===== config.mk =====
export PLATFORM = sky130hd
export DESIGN_NAME = ttt_game_ctrl
export DESIGN_NICKNAME = d
export VERILOG_FILES = /design/src/rtl/ttt_pkg.sv /design/src/rtl/ttt_win_detect.sv /design/src/rtl/ttt_game_ctrl.sv
export SDC_FILE = /design/constraint.sdc
export NUM_CORES = 1
export LEC_CHECK = 0
export CORE_MARGIN = 2
export CORE_UTILIZATION = 50
export CTS_BUF_LIST = sky130_fd_sc_hd__clkbuf_4 sky130_fd_sc_hd__clkbuf_8 sky130_fd_sc_hd__clkbuf_16
export DETAILED_ROUTE_END_ITERATION = 8
export GPL_TIMING_DRIVEN = 0
export PLACE_DENSITY = 0.78
export SLEW_MARGIN = 20
export SYNTH_ARGS = -nofsm -noshare
export SYNTH_HDL_FRONTEND = slang
export SYNTH_SLANG_ARGS = --single-unit

===== constraint.sdc =====
create_clock -name clk -period 2.6 [get_ports clk]
set_clock_uncertainty 0.2 [all_clocks]
set_input_delay 0.26 -clock clk [delete_from_list [all_inputs] [get_ports clk]]
set_output_delay 0.26 -clock clk [all_outputs]
set_load 0.03 [all_outputs]

===== src/rtl/ttt_pkg.sv =====
// ttt_pkg: shared cell/state encodings and win-line table for the tic-tac-toe controller
package ttt_pkg;
    typedef enum logic [1:0] {EMPTY = 2'b00, PX = 2'b01, PO = 2'b10} cell_t;
    typedef enum logic [1:0] {PLAY, CHECK, WIN, DRAW} state_t;
    localparam int NUM_CELLS = 9;
    localparam int WIN_LINES [8][3] = '{
        '{0, 1, 2}, '{3, 4, 5}, '{6, 7, 8},
        '{0, 3, 6}, '{1, 4, 7}, '{2, 5, 8},
        '{0, 4, 8}, '{2, 4, 6}
    };
endpackage


===== src/rtl/ttt_win_detect.sv =====
// ttt_win_detect: combinational three-in-a-row and full-board detection
module ttt_win_detect
    import ttt_pkg::*;
(
    input  logic [8:0][1:0] board,
    output logic            win,
    output logic [1:0]      win_player,
    output logic            full
);
    // scan all eight lines and every cell for emptiness
    always_comb begin
        win = 1'b0;
        win_player = EMPTY;
        full = 1'b1;
        for (int i = 0; i < 8; i++)
            if (board[WIN_LINES[i][0]] != EMPTY &&
                board[WIN_LINES[i][0]] == board[WIN_LINES[i][1]] &&
                board[WIN_LINES[i][0]] == board[WIN_LINES[i][2]]) begin
                win = 1'b1;
                win_player = board[WIN_LINES[i][0]];
            end
        for (int i = 0; i < NUM_CELLS; i++)
            if (board[i] == EMPTY) full = 1'b0;
    end
endmodule


===== src/rtl/ttt_game_ctrl.sv =====
// ttt_game_ctrl: tic-tac-toe game-state engine; TTT_SCORE_EN enables the per-player win counters
module ttt_game_ctrl
    import ttt_pkg::*;
#(
    parameter logic [1:0] FIRST_PLAYER = 2'b01,
    parameter int         SCORE_W      = 4
) (
    input  logic               clk,
    input  logic               reset,
    input  logic [3:0]         cell_sel,
    input  logic               place,
    input  logic               new_game,
    output logic [8:0][1:0]    currentGame,
    output logic [1:0]         turn,
    output logic               game_over,
    output logic [1:0]         winner,
    output logic               illegal_move,
    output logic [SCORE_W-1:0] x_wins,
    output logic [SCORE_W-1:0] o_wins
);
    state_t state;
    logic   place_q;
    logic   place_edge;
    logic   legal;
    logic   win;
    logic   full;
    logic [1:0] win_player;

    assign place_edge = place & ~place_q;
    assign legal = (cell_sel < 4'd9) && (currentGame[cell_sel] == EMPTY);

    ttt_win_detect u_win (
        .board(currentGame),
        .win(win),
        .win_player(win_player),
        .full(full)
    );

    // game FSM: new_game overrides everything, moves are written then checked one cycle later
    always_ff @(posedge clk or posedge reset) begin
        if (reset) begin
            state <= PLAY;
            place_q <= 1'b0;
            currentGame <= '0;
            turn <= FIRST_PLAYER;
            winner <= EMPTY;
            game_over <= 1'b0;
            illegal_move <= 1'b0;
        end else begin
            place_q <= place;
            illegal_move <= 1'b0;
            if (new_game) begin
                state <= PLAY;
                currentGame <= '0;
                turn <= FIRST_PLAYER;
                winner <= EMPTY;
                game_over <= 1'b0;
            end else begin
                case (state)
                    PLAY:
                        if (place_edge) begin
                            if (legal) begin
                                currentGame[cell_sel] <= turn;
                                state <= CHECK;
                            end else begin
                                illegal_move <= 1'b1;
                            end
                        end
                    CHECK:
                        if (win) begin
                            state <= WIN;
                            winner <= win_player;
                            game_over <= 1'b1;
                        end else if (full) begin
                            state <= DRAW;
                            game_over <= 1'b1;
                        end else begin
                            turn <= {turn[0], turn[1]};
                            state <= PLAY;
                        end
                    default: ;
                endcase
            end
        end
    end

`ifdef TTT_SCORE_EN
    // saturating win counters bumped on the CHECK -> WIN transition
    always_ff @(posedge clk or posedge reset) begin
        if (reset) begin
            x_wins <= '0;
            o_wins <= '0;
        end else if (!new_game && state == CHECK && win) begin
            if (win_player == PX && !(&x_wins)) x_wins <= x_wins + 1'b1;
            if (win_player == PO && !(&o_wins)) o_wins <= o_wins + 1'b1;
        end
    end
`else
    assign x_wins = '0;
    assign o_wins = '0;
`endif
endmodule


==> summary.txt, run 1 <==
Status
  • Status: completed

Power and ir drop
  • Seq pwr share: 54.9%
  • Leak: 1.08 nW
  • PnR Total Power: 0.775 mW
  • Net Sw Power: 0.204 mW
  • Net Sw Frac: 26.3%
  • Pint: 0.571 mW
  • Cell Pwr Density: 313 nW/µm²
  • Maximum vdd ir drop: 0.327 mV
  • Combinational share of power: 13.8%
  • Clock network fraction of design power: 31.3%

Synthesis
  • Cell variety after synth: 51
  • YS warnings: 0
  • Largest family of logic cells by synthesized area: simple AND/OR/NAND/NOR gates
  • Synth Area in Compound Gates: 17.8%
  • Syn Inst Count: 237
  • Adder-Cell Fraction of Synth Area: 0%
  • Sequential fraction of the synthesis area: 33.4%
  • Async S/R FF share, synth: 100%
  • XOR/XNOR Fraction of Synth Area: 0%
  • Syn avg cell area: 8.56 µm²
  • Simple-gate share of the synthesized area: 35.7%
  • Ys flop type: dfrtp_1
  • Post-synth EDFFs: 0
  • FF+latch count, synth: 27
  • Post-synthesis mux area share: 3.21%
  • Synth Cell Area: 2030 µm²

Drt
  • DR vias/cell: 5.80
  • WL/cell: 15.8 µm
  • DR iter-0 viols: 142
  • Total routed wirelength: 5200 µm
  • DRT Pass-1 Iters: 4
  • Vias after detailed routing: 1907
  • Final routed DRC violation total: 0
  • Antenna-violating nets left: 0

Worst setup path
  • CP delay by family, top: simple AND/OR/NAND/NOR gates
  • Type of the worst setup path: reg2reg
  • End of the worst register-to-register path: winner[1]$_DFFE_PP0P_
  • Critical Path RT: 2550 ps
  • Crit path cell chain: buf_2 > or3_1 > a21oi_1 > and3b_1 > a41oi_2 > nor2b_1 > a211oi_2
  • Slowest cell on crit path: dfrtp_1
  • Critical path peak fanout: 9
  • Critical R2R Launch: currentGame[6]$_DFFE_PP0P_
  • CP Capture Type: flip-flop
  • WP buf/inv: 1
  • Critical Path AT: 2330 ps
  • Critical path startpoint category: flip-flop
  • Worst path max stage delay: 380 ps
  • R2R setup slack: 220 ps
  • Worst Reg-to-Reg Cells: 7

Floorplanning
  • I/O pin total: 40
  • Die ar.: 4580 µm²
  • FP Rows: 23
  • Core area: 3940 µm²
  • Die height: 67.7 µm
  • Die extent in x: 67.7 µm
  • Initial Util: 51.5%

Place
  • DP Wirelength: 3910 µm
  • Pre-CTS setup slack: 43.9 ps
  • PortBufs: 31
  • Gpl congestion: 0.873

Job
  • Max Cap Viol: 0

STA
  • RSZ-0062 raised after global routing: false
  • Setup violators final: 0
  • Max frequency: 0.420 GHz
  • Max-slew violations: 0
  • Hold Vio Cnt, Final: 0
  • Tmin final: 2380 ps
  • Worst-margin pin slew: 560 ps
  • Period utilization: 91.5%
  • Setup ws final: 221 ps
  • Fin Setup TNS: 0 ps
  • Slew headroom: 62.6%
  • Hold_ws: 147 ps

Cells and area
  • Commonest non-fill, non-tap cells in the layout: 40 x nor2_1, 31 x clkdlybuf4s50_1, 26 x dfrtp_1
  • N_diodes: 0
  • Area Overhead vs Synth: 21.9%
  • Fin nets: 288
  • Layout fillers: 344
  • Most common cell after layout, fill and taps aside: nor2_1
  • Core Util, Final: 62.8%
  • Layout cells sized above 1: 16.5%

CTS
  • Post-CTS setup buffers: 0
  • H-tree depth: 1
  • Number of buffers created by CTS: 3
  • Reg clk slew, reported paths: 100 ps
  • Clock sink count: 27
  • Clock Path Buffers: 2
  • CTS tree: done
  • Hold buffers post-CTS: 0
  • Post_cts resized: 0
  • CTS Root Cell: clkbuf_8
  • Worst-Skew Late Latency: 280 ps

Global routing
  • Largest net degree at the start of global routing: 28
  • Gr usage total: 25.3%
  • Initial antenna violation count: 0
  • Vias in the first global route: 1781
  • Remaining Overflow, GRT: 0
  • First-pass GRT wire length: 8780 µm

Min path
  • Hold WC Path Type: in2async
## synth_stat cells (5+ instances only)
| cell | count | area share, % |
|---|---|---|
| nor2b_1 | 9 | 2.8 |
| nand2_1 | 7 | 1.3 |
| nor2_1 | 40 | 7.4 |
| dfrtp_1 | 26 | 32 |
| a41oi_1 | 6 | 2.6 |
| nor4bb_1 | 5 | 2.5 |
| inv_1 | 6 | 1.1 |
| buf_2 | 14 | 3.5 |
| buf_4 | 9 | 3.3 |
| a31oi_1 | 12 | 3.7 |
| or3_1 | 10 | 3.1 |
| nand3_1 | 15 | 3.7 |
| a21oi_1 | 14 | 3.5 |
| nor3_1 | 6 | 1.5 |
| clkbuf_1 | 7 | 1.3 |
## kinds of logic (layout without fill, tap and decap cells)
kind of cell	after synthesis	after routing
multiplexers	4	4
buffers and inverters	37	72
flip-flops	27	27
other	1	8
AND/OR/NAND/NOR	116	116
AO/OA/AOI/OAI	52	52
## through the flow
| step | std cells | cell area (µm²) |
|---|---|---|
| 4_1_cts | 329 | 2470 |
| 3_3_place_gp | 325 | 2430 |
| 6_report | 329 | 2470 |
| 5_1_grt | 329 | 2470 |
| 2_1_floorplan | 244 | 2060 |
| 3_5_place_dp | 325 | 2430 |
## per-layer routing
| metal | track usage, % | share of wire (%) | wire, µm | vias up |
|---|---|---|---|---|
| li1 | - | - | - | 937 |
| met1 | 35.2 | 43 | 2250 | 894 |
| met2 | 40.4 | 49 | 2560 | 62 |
| met3 | 2.50 | 5.3 | 277 | 14 |
| met4 | 9.95 | 2.2 | 114 | 0 |
| met5 | 0 | 0 | 0 | - |
## layout make-up
class	instances	area, µm²	share of cell area, %
inverter	6	22.5	0.910
sequential	27	677	27.4
multi-input combinational	180	1180	47.7
tap	50	62.6	2.53
clock buffer	3	41.3	1.67
clock inverter	1	5.00	0.202
buffer	31	175	7.08
timing repair buffer	31	310	12.5
## sequential cells by signal, indices dropped and copies added, names as in the netlist
signal / cells
currentGame: 18
state: 2
turn: 2
winner: 2
game_over: 1
illegal_move: 1
place_q: 1
## power by group through the flow
stage	combinational (mW)	sequential, mW	clock (mW)
after floorplan	0.0700	0.438	0
after CTS	0.107	0.425	0.240
after global routing	0.117	0.426	0.259
after detailed placement	0.106	0.433	0
after global placement	0.105	0.433	0
final	0.107	0.425	0.243
## worst max-delay path by stage
| stage | startpoint | cells after the start | end |
|---|---|---|---|
| floorplan | currentGame[6]$_DFFE_PP0P_ | 7 | state[0]$_DFFE_PP0P_ |
| global placement | cell_sel[0] | 8 | state[0]$_DFFE_PP0P_ |
| CTS | currentGame[8]$_DFFE_PP0P_ | 7 | turn[0]$_DFFE_PP1P_ |
| finish | currentGame[6]$_DFFE_PP0P_ | 7 | winner[1]$_DFFE_PP0P_ |
| detailed placement | cell_sel[0] | 8 | state[0]$_DFFE_PP0P_ |
| global route | currentGame[6]$_DFFE_PP0P_ | 7 | winner[1]$_DFFE_PP0P_ |
No activity file was read; power rests on OpenSTA's default activity.
==> inputs of run 2 (changes only) <==
--- a/config.mk
+++ b/config.mk
@@ -5,6 +5,7 @@
 export SDC_FILE = /design/constraint.sdc
 export NUM_CORES = 1
 export LEC_CHECK = 0
+export ABC_AREA = 0
 export CORE_MARGIN = 2
 export CORE_UTILIZATION = 50
 export CTS_BUF_LIST = sky130_fd_sc_hd__clkbuf_4 sky130_fd_sc_hd__clkbuf_8 sky130_fd_sc_hd__clkbuf_16
==> results of run 2 <==
No change in the layout: final DEF, timing and power equal those of run 1.
